`src/rtl/axi_bridge_pkg.sv`:
```
// Shared definitions for the AXI master bridge.
// Contents:
//   state_e      - bridge FSM states
//   RESP_*       - AXI response encodings
//   BURST_INCR, SIZE_4B, CACHE_NONE - constant AXI address-channel fields
//   crosses_4k() - checks whether a 32-bit INCR burst runs past a 4 KB page
package axi_bridge_pkg;

  typedef enum logic [2:0] {
    ST_IDLE = 3'd0,
    ST_CHK  = 3'd1,
    ST_AR   = 3'd2,
    ST_R    = 3'd3,
    ST_AW   = 3'd4,
    ST_W    = 3'd5,
    ST_B    = 3'd6,
    ST_ERR  = 3'd7
  } state_e;

  localparam logic [1:0] RESP_OKAY   = 2'b00;
  localparam logic [1:0] RESP_EXOKAY = 2'b01;
  localparam logic [1:0] RESP_SLVERR = 2'b10;
  localparam logic [1:0] RESP_DECERR = 2'b11;

  localparam logic [1:0] BURST_INCR = 2'b01;
  localparam logic [2:0] SIZE_4B    = 3'b010;
  localparam logic [3:0] CACHE_NONE = 4'b0000;

  // Only the page offset matters. The sum is formed 14 bits wide so the
  // worst case (0xFFF + 256 beats * 4 bytes) cannot wrap. Ending exactly
  // on the page boundary (4096) is legal.
  function automatic logic crosses_4k(input logic [11:0] addr, input logic [7:0] len);
    logic [13:0] end_off;
    end_off = {2'b00, addr} + (({6'b000000, len} + 14'd1) << 2);
    return (end_off > 14'd4096);
  endfunction

endpackage

```
`src/rtl/axi_lite_master_bridge.sv`:
```
// Blocking, single-outstanding bridge from a simple request/response memory
// port to an AXI4 master. Each request becomes one INCR burst of 32-bit beats.
// Misaligned requests and requests that would cross a 4 KB page are answered
// locally with SLVERR and never reach AXI.
// Ports:
//   ACLK, ARESETn                  - clock, async active-low reset
//   req_*                          - request (write, addr, len, lock) handshake
//   wd_*                           - write-data stream, passed through to W
//   rsp_*                          - response stream (data, last, resp, write)
//   AW*/W*/B*                      - AXI write channels
//   AR*/R*                         - AXI read channels
module axi_lite_master_bridge
  import axi_bridge_pkg::*;
#(
  parameter int              ID_W   = 4,
  parameter logic [ID_W-1:0] AXI_ID = {ID_W{1'b0}},
  parameter logic [2:0]      PROT   = 3'b000
) (
  input  logic            ACLK,
  input  logic            ARESETn,
  // request port
  input  logic            req_valid,
  output logic            req_ready,
  input  logic            req_write,
  input  logic [31:0]     req_addr,
  input  logic [7:0]      req_len,
  input  logic            req_lock,
  // write-data stream
  input  logic            wd_valid,
  output logic            wd_ready,
  input  logic [31:0]     wd_data,
  input  logic [3:0]      wd_strb,
  // response port
  output logic            rsp_valid,
  input  logic            rsp_ready,
  output logic [31:0]     rsp_data,
  output logic            rsp_last,
  output logic [1:0]      rsp_resp,
  output logic            rsp_write,
  // AXI write address
  output logic [ID_W-1:0] AWID,
  output logic [31:0]     AWADDR,
  output logic [7:0]      AWLEN,
  output logic [2:0]      AWSIZE,
  output logic [1:0]      AWBURST,
  output logic            AWLOCK,
  output logic [3:0]      AWCACHE,
  output logic [2:0]      AWPROT,
  output logic            AWVALID,
  input  logic            AWREADY,
  // AXI write data
  output logic [31:0]     WDATA,
  output logic [3:0]      WSTRB,
  output logic            WLAST,
  output logic            WVALID,
  input  logic            WREADY,
  // AXI write response
  input  logic [ID_W-1:0] BID,
  input  logic [1:0]      BRESP,
  input  logic            BVALID,
  output logic            BREADY,
  // AXI read address
  output logic [ID_W-1:0] ARID,
  output logic [31:0]     ARADDR,
  output logic [7:0]      ARLEN,
  output logic [2:0]      ARSIZE,
  output logic [1:0]      ARBURST,
  output logic            ARLOCK,
  output logic [3:0]      ARCACHE,
  output logic [2:0]      ARPROT,
  output logic            ARVALID,
  input  logic            ARREADY,
  // AXI read data
  input  logic [ID_W-1:0] RID,
  input  logic [31:0]     RDATA,
  input  logic [1:0]      RRESP,
  input  logic            RLAST,
  input  logic            RVALID,
  output logic            RREADY
);

  state_e      state_q, state_d;
  logic [31:0] addr_q, addr_d;
  logic [7:0]  len_q, len_d;
  logic        write_q, write_d;
  logic        lock_q, lock_d;
  logic [7:0]  cnt_q, cnt_d;
  logic        awvalid_q, awvalid_d;
  logic        arvalid_q, arvalid_d;
  logic        req_ready_q, req_ready_d;
  logic        beat_last_s;

  // IDs are not checked; this keeps the inputs visibly consumed.
  logic unused_id_s;
  assign unused_id_s = ^{BID, RID};

  assign beat_last_s = (cnt_q == len_q);

  // Address channels are driven straight from the latched request, so every
  // field stays stable while VALID waits for READY.
  assign AWID    = AXI_ID;
  assign AWADDR  = addr_q;
  assign AWLEN   = len_q;
  assign AWSIZE  = SIZE_4B;
  assign AWBURST = BURST_INCR;
  assign AWLOCK  = lock_q;
  assign AWCACHE = CACHE_NONE;
  assign AWPROT  = PROT;
  assign AWVALID = awvalid_q;

  assign ARID    = AXI_ID;
  assign ARADDR  = addr_q;
  assign ARLEN   = len_q;
  assign ARSIZE  = SIZE_4B;
  assign ARBURST = BURST_INCR;
  assign ARLOCK  = lock_q;
  assign ARCACHE = CACHE_NONE;
  assign ARPROT  = PROT;
  assign ARVALID = arvalid_q;

  assign WDATA     = wd_data;
  assign WSTRB     = wd_strb;
  assign req_ready = req_ready_q;

  // State and request registers.
  always_ff @(posedge ACLK or negedge ARESETn) begin
    if (!ARESETn) begin
      state_q     <= ST_IDLE;
      addr_q      <= 32'h0000_0000;
      len_q       <= 8'h00;
      write_q     <= 1'b0;
      lock_q      <= 1'b0;
      cnt_q       <= 8'h00;
      awvalid_q   <= 1'b0;
      arvalid_q   <= 1'b0;
      req_ready_q <= 1'b0;
    end else begin
      state_q     <= state_d;
      addr_q      <= addr_d;
      len_q       <= len_d;
      write_q     <= write_d;
      lock_q      <= lock_d;
      cnt_q       <= cnt_d;
      awvalid_q   <= awvalid_d;
      arvalid_q   <= arvalid_d;
      req_ready_q <= req_ready_d;
    end
  end

  // Next-state logic: request latch, legality check, burst sequencing.
  always_comb begin
    state_d   = state_q;
    addr_d    = addr_q;
    len_d     = len_q;
    write_d   = write_q;
    lock_d    = lock_q;
    cnt_d     = cnt_q;
    awvalid_d = awvalid_q;
    arvalid_d = arvalid_q;

    case (state_q)
      ST_IDLE: begin
        if (req_valid && req_ready_q) begin
          addr_d  = req_addr;
          len_d   = req_len;
          write_d = req_write;
          lock_d  = req_lock;
          state_d = ST_CHK;
        end else begin
          state_d = ST_IDLE;
        end
      end
      ST_CHK: begin
        if ((addr_q[1:0] != 2'b00) || crosses_4k(addr_q[11:0], len_q)) begin
          state_d = ST_ERR;
        end else if (write_q) begin
          awvalid_d = 1'b1;
          state_d   = ST_AW;
        end else begin
          arvalid_d = 1'b1;
          state_d   = ST_AR;
        end
      end
      ST_AR: begin
        if (ARREADY) begin
          arvalid_d = 1'b0;
          cnt_d     = 8'h00;
          state_d   = ST_R;
        end else begin
          state_d = ST_AR;
        end
      end
      ST_AW: begin
        if (AWREADY) begin
          awvalid_d = 1'b0;
          cnt_d     = 8'h00;
          state_d   = ST_W;
        end else begin
          state_d = ST_AW;
        end
      end
      ST_W: begin
        if (wd_valid && WREADY) begin
          if (beat_last_s) begin
            state_d = ST_B;
          end else begin
            cnt_d = cnt_q + 8'd1;
          end
        end else begin
          state_d = ST_W;
        end
      end
      ST_B: begin
        if (BVALID && rsp_ready) begin
          state_d = ST_IDLE;
        end else begin
          state_d = ST_B;
        end
      end
      ST_R: begin
        // Finish on whichever comes first, RLAST or our own beat count, so a
        // slave that gets RLAST wrong cannot hang or overrun the bridge.
        if (RVALID && rsp_ready) begin
          if (RLAST || beat_last_s) begin
            state_d = ST_IDLE;
          end else begin
            cnt_d = cnt_q + 8'd1;
          end
        end else begin
          state_d = ST_R;
        end
      end
      ST_ERR: begin
        if (rsp_ready) begin
          state_d = ST_IDLE;
        end else begin
          state_d = ST_ERR;
        end
      end
      default: begin
        state_d   = ST_IDLE;
        awvalid_d = 1'b0;
        arvalid_d = 1'b0;
      end
    endcase

    // req_ready is registered; it is high exactly while the FSM sits in IDLE.
    req_ready_d = (state_d == ST_IDLE);
  end

  // Data/response channel steering: zero added latency through W, B and R.
  always_comb begin
    WVALID    = 1'b0;
    WLAST     = 1'b0;
    wd_ready  = 1'b0;
    BREADY    = 1'b0;
    RREADY    = 1'b0;
    rsp_valid = 1'b0;
    rsp_data  = 32'h0000_0000;
    rsp_last  = 1'b0;
    rsp_resp  = RESP_OKAY;
    rsp_write = 1'b0;

    case (state_q)
      ST_W: begin
        WVALID   = wd_valid;
        wd_ready = WREADY;
        WLAST    = beat_last_s;
      end
      ST_B: begin
        BREADY    = rsp_ready;
        rsp_valid = BVALID;
        rsp_resp  = BRESP;
        rsp_last  = 1'b1;
        rsp_write = 1'b1;
      end
      ST_R: begin
        RREADY    = rsp_ready;
        rsp_valid = RVALID;
        rsp_data  = RDATA;
        rsp_last  = beat_last_s;
        // Disagreement between RLAST and the expected beat count is flagged.
        rsp_resp  = (RLAST != beat_last_s) ? RESP_SLVERR : RRESP;
      end
      ST_ERR: begin
        rsp_valid = 1'b1;
        rsp_resp  = RESP_SLVERR;
        rsp_last  = 1'b1;
        rsp_write = write_q;
      end
      default: begin
        rsp_valid = 1'b0;
      end
    endcase
  end

endmodule

```
`config.mk`:
```
export PLATFORM = sky130hd
export DESIGN_NAME = axi_lite_master_bridge
export DESIGN_NICKNAME = d
export VERILOG_FILES = /design/src/rtl/axi_bridge_pkg.sv /design/src/rtl/axi_lite_master_bridge.sv
export SDC_FILE = /design/constraint.sdc
export NUM_CORES = 1
export LEC_CHECK = 0
export BUFFER_PORTS_ARGS = -buffer_cell sky130_fd_sc_hd__buf_4
export CORE_AREA = 2 2 129 131
export DETAILED_ROUTE_END_ITERATION = 6
export DIE_AREA = 0 0 131 133
export PLACE_DENSITY_LB_ADDON = 0.15
export SLEW_MARGIN = 20
export SYNTH_ARGS = -nofsm -noshare
export SYNTH_HDL_FRONTEND = slang
export SYNTH_SLANG_ARGS = --single-unit
```
`constraint.sdc`:
```
create_clock -name ACLK -period 3.59 [get_ports ACLK]
set_input_delay 0.5385 -clock ACLK [delete_from_list [all_inputs] [get_ports ACLK]]
set_output_delay 0.5385 -clock ACLK [all_outputs]
set_load 0.03 [all_outputs]
```
==> results.ini <==
[floorplan]
design.die.area_um2=17400
fp.dieW_um=131
design.core.area_um2=16200
fp.dieH_um=133
rows=47
initial_utilization_pct=26.2
io-pin-count=328

[logic_synthesis]
synth_top_area_share_pct=33.0
synth_top_cell_by_area=dfrtp_1
synthArstFlopShare_pct=100
yosys_warnings=0
synth.cells.most_frequent=buf_4 (111), dfrtp_1 (56), mux2_2 (41), and3_1 (36), nor2_1 (20)
netlist_area_um2=4240
synth_seq_area_share_pct=33.0
synth_edf_count=0
synth.area.top_cells=dfrtp_1 (33%), buf_4 (20%), mux2_2 (11%)
synthCells=452
synth_seq_cells=56
synth_area_per_cell_um2=9.39
synth-main-ff-cell=dfrtp_1
post-synth-top-count-cell=buf_4
ys_types=55

[route]
dr_wl_met3_um=847
wl_mm=11.7
wl_per_cell_um=14.6
drt-pass1-iter-count=4
drt_iter0_drc=134
met1_length_mm=5.08
vias=3486
viasPerCell=4.35
wl_met2_mm=5.67
topRoutingLayerUsed=met4
ant_nets=0
drc=0

[worst_setup_path]
reg2reg_slack_ps=520
cp-end-kind=flop
start_kind=flop
critPathRequiredTime_ps=3790
crit_fanout=7
worstPathArrival_ps=3280
worst-setup-path-type=reg -> reg

[cts]
path_clk_slew_ps=80
hold_buffers=0
post_cts_resize_count=0
cts_buffer_depth=2
post_cts_buffers=0
cts.sinks=56
cts-root-buf=clkbuf_16
numCtsBuffers=5
cts_htree_levels=2
cts_tree=done
clk_latency_ps=300

[power_and_ir_drop]
power_mw=2.85
internal-power_mw=1.60
switching_share_pct=43.8
switchingPower_mw=1.25
power_density_nw_per_um2=513
clkPwrFrac_pct=20.2
seqPwrFrac_pct=31.3
leakage_nw=3.00
max-vdd-ir-drop_mv=0.231
power_frac_comb_pct=48.6

[global_routing]
grt_max_degree=57
antenna_found_initial=0
grt_usage_pct=13.0
overflow=0
grt_pass1_wl_mm=18.0
grt_pass1_vias=3335

[sta]
fin_crit_ps=3070
setup_slack_ps=517
setup_viol=0
setup_tns_ps=0
rsz0062_at_grt=no
finalMaxSlewViolations=0
slew_headroom_pct=49.7
final_hold_viol_count=0
fin_skew_ps=6.09
fmax_mhz=325
max_slew.worst_pin.slew_ps=755
min_period_over_period_pct=85.6
holdWs_ps=293

[cells_and_area]
n_antenna_cell=0
drive_above_1_share_pct=47.8
syn_to_final_growth_pct=30.9
fin_area_um2=5550
final_nets=728

[placement]
gp_congestion=0.829
portBuffers=215
dp_slack_ps=491
place_area_um2=5390
hpwl_mm=9.12

[flow_run]
drv_cap=0

[worst_hold_path]
hold_path.class=in -> async

[status]
status=complete, no violations

==> final timing paths <==
| path | start | to | depth (start not counted) |
|---|---|---|---|
| min reg2reg | AWVALID | AWVALID | 2 |
| max in group asynchronous | ARESETn | ARADDR[7] | 1 |
| min in group ACLK | req_write | write_q | 3 |
| min | ARESETn | ARADDR[29] | 1 |
| max reg2reg | ARLEN[1] | AWVALID | 11 |
| max | ARLEN[1] | AWVALID | 11 |
==> worst max-delay path, stage by stage, from the launching register on <==
cell and delay (ps):
dfrtp_1 500, and3_1 200, nand3_1 100, or2_2 330
xnor2_1 210, ha_1 320, nor2b_1 150, o21ai_0 170
o311ai_0 170, nor4_1 360, a41oi_1 220, o31ai_1 240
==> sequential cells by signal (all words and copies together), names as in the netlist <==
name       cells
write_q        1
ARLOCK         1
AWVALID        1
ARLEN          8
ARVALID        1
req_ready      1
cnt_q          8
ARADDR        32
state_q        3
==> per-stage QoR <==
stage | instances | utilization [%]
after floorplan | 482 | -
after global placement | 794 | 33.3
after detailed placement | 794 | 33.3
after CTS | 802 | 34.3
after global routing | 802 | 34.3
final | 802 | 34.3
==> cell type report <==
cell class	instances	area (um^2)
fillers	1697	10600
multi-input cells	286	2010
repair buffers	218	1650
flip-flops and latches	56	1400
well taps	220	275
clock buffers	6	129
inverters	14	52.6
clock inverters	2	38.8
==> power by group through the flow <==
stage          registers, mW  clock network [mW]  logic (mW)
3_3_place_gp           0.905                   0        1.39
2_1_floorplan          0.975                   0       0.989
5_1_grt                0.917               0.628        1.50
3_5_place_dp           0.907                   0        1.40
6_report               0.891               0.575        1.38
4_1_cts                0.897               0.601        1.40
==> cells by family after synthesis <==
family | share of synthesized area (%)
adders and majority gates | 4.31
DFF | 33.0
buffers and inverters | 22.5
xor gates and xnor gates | 4.13
other | 0.177
muxes | 11.1
AOI/OAI and AO/OA | 8.96
and+or+nand+nor | 15.7
==> cells in the final DEF, fill, tap and decap left out, drive strengths merged, types with 3 or more instances in the layout <==
cell type,n
buf,218
dfrtp,56
mux2,42
and3,36
conb,32
nor2,22
o21ai,21
nand2,17
xnor2,16
inv,15
ha,13
a21oi,13
nand3,11
nand4,8
clkbuf,6
xor2,4
a21o,4
o21a,3
nor3,3
nor2b,3
and2,3
nand3b,3
a21boi,3
==> metal layers <==
| metal | track usage, % | vias up |
|---|---|---|
| li1 | - | 1666 |
| met1 | 17.1 | 1662 |
| met2 | 21.1 | 150 |
| met3 | 3.68 | 8 |
| met4 | 2.84 | 0 |
| met5 | 0 | - |
Power figures use the tool's default switching activity.
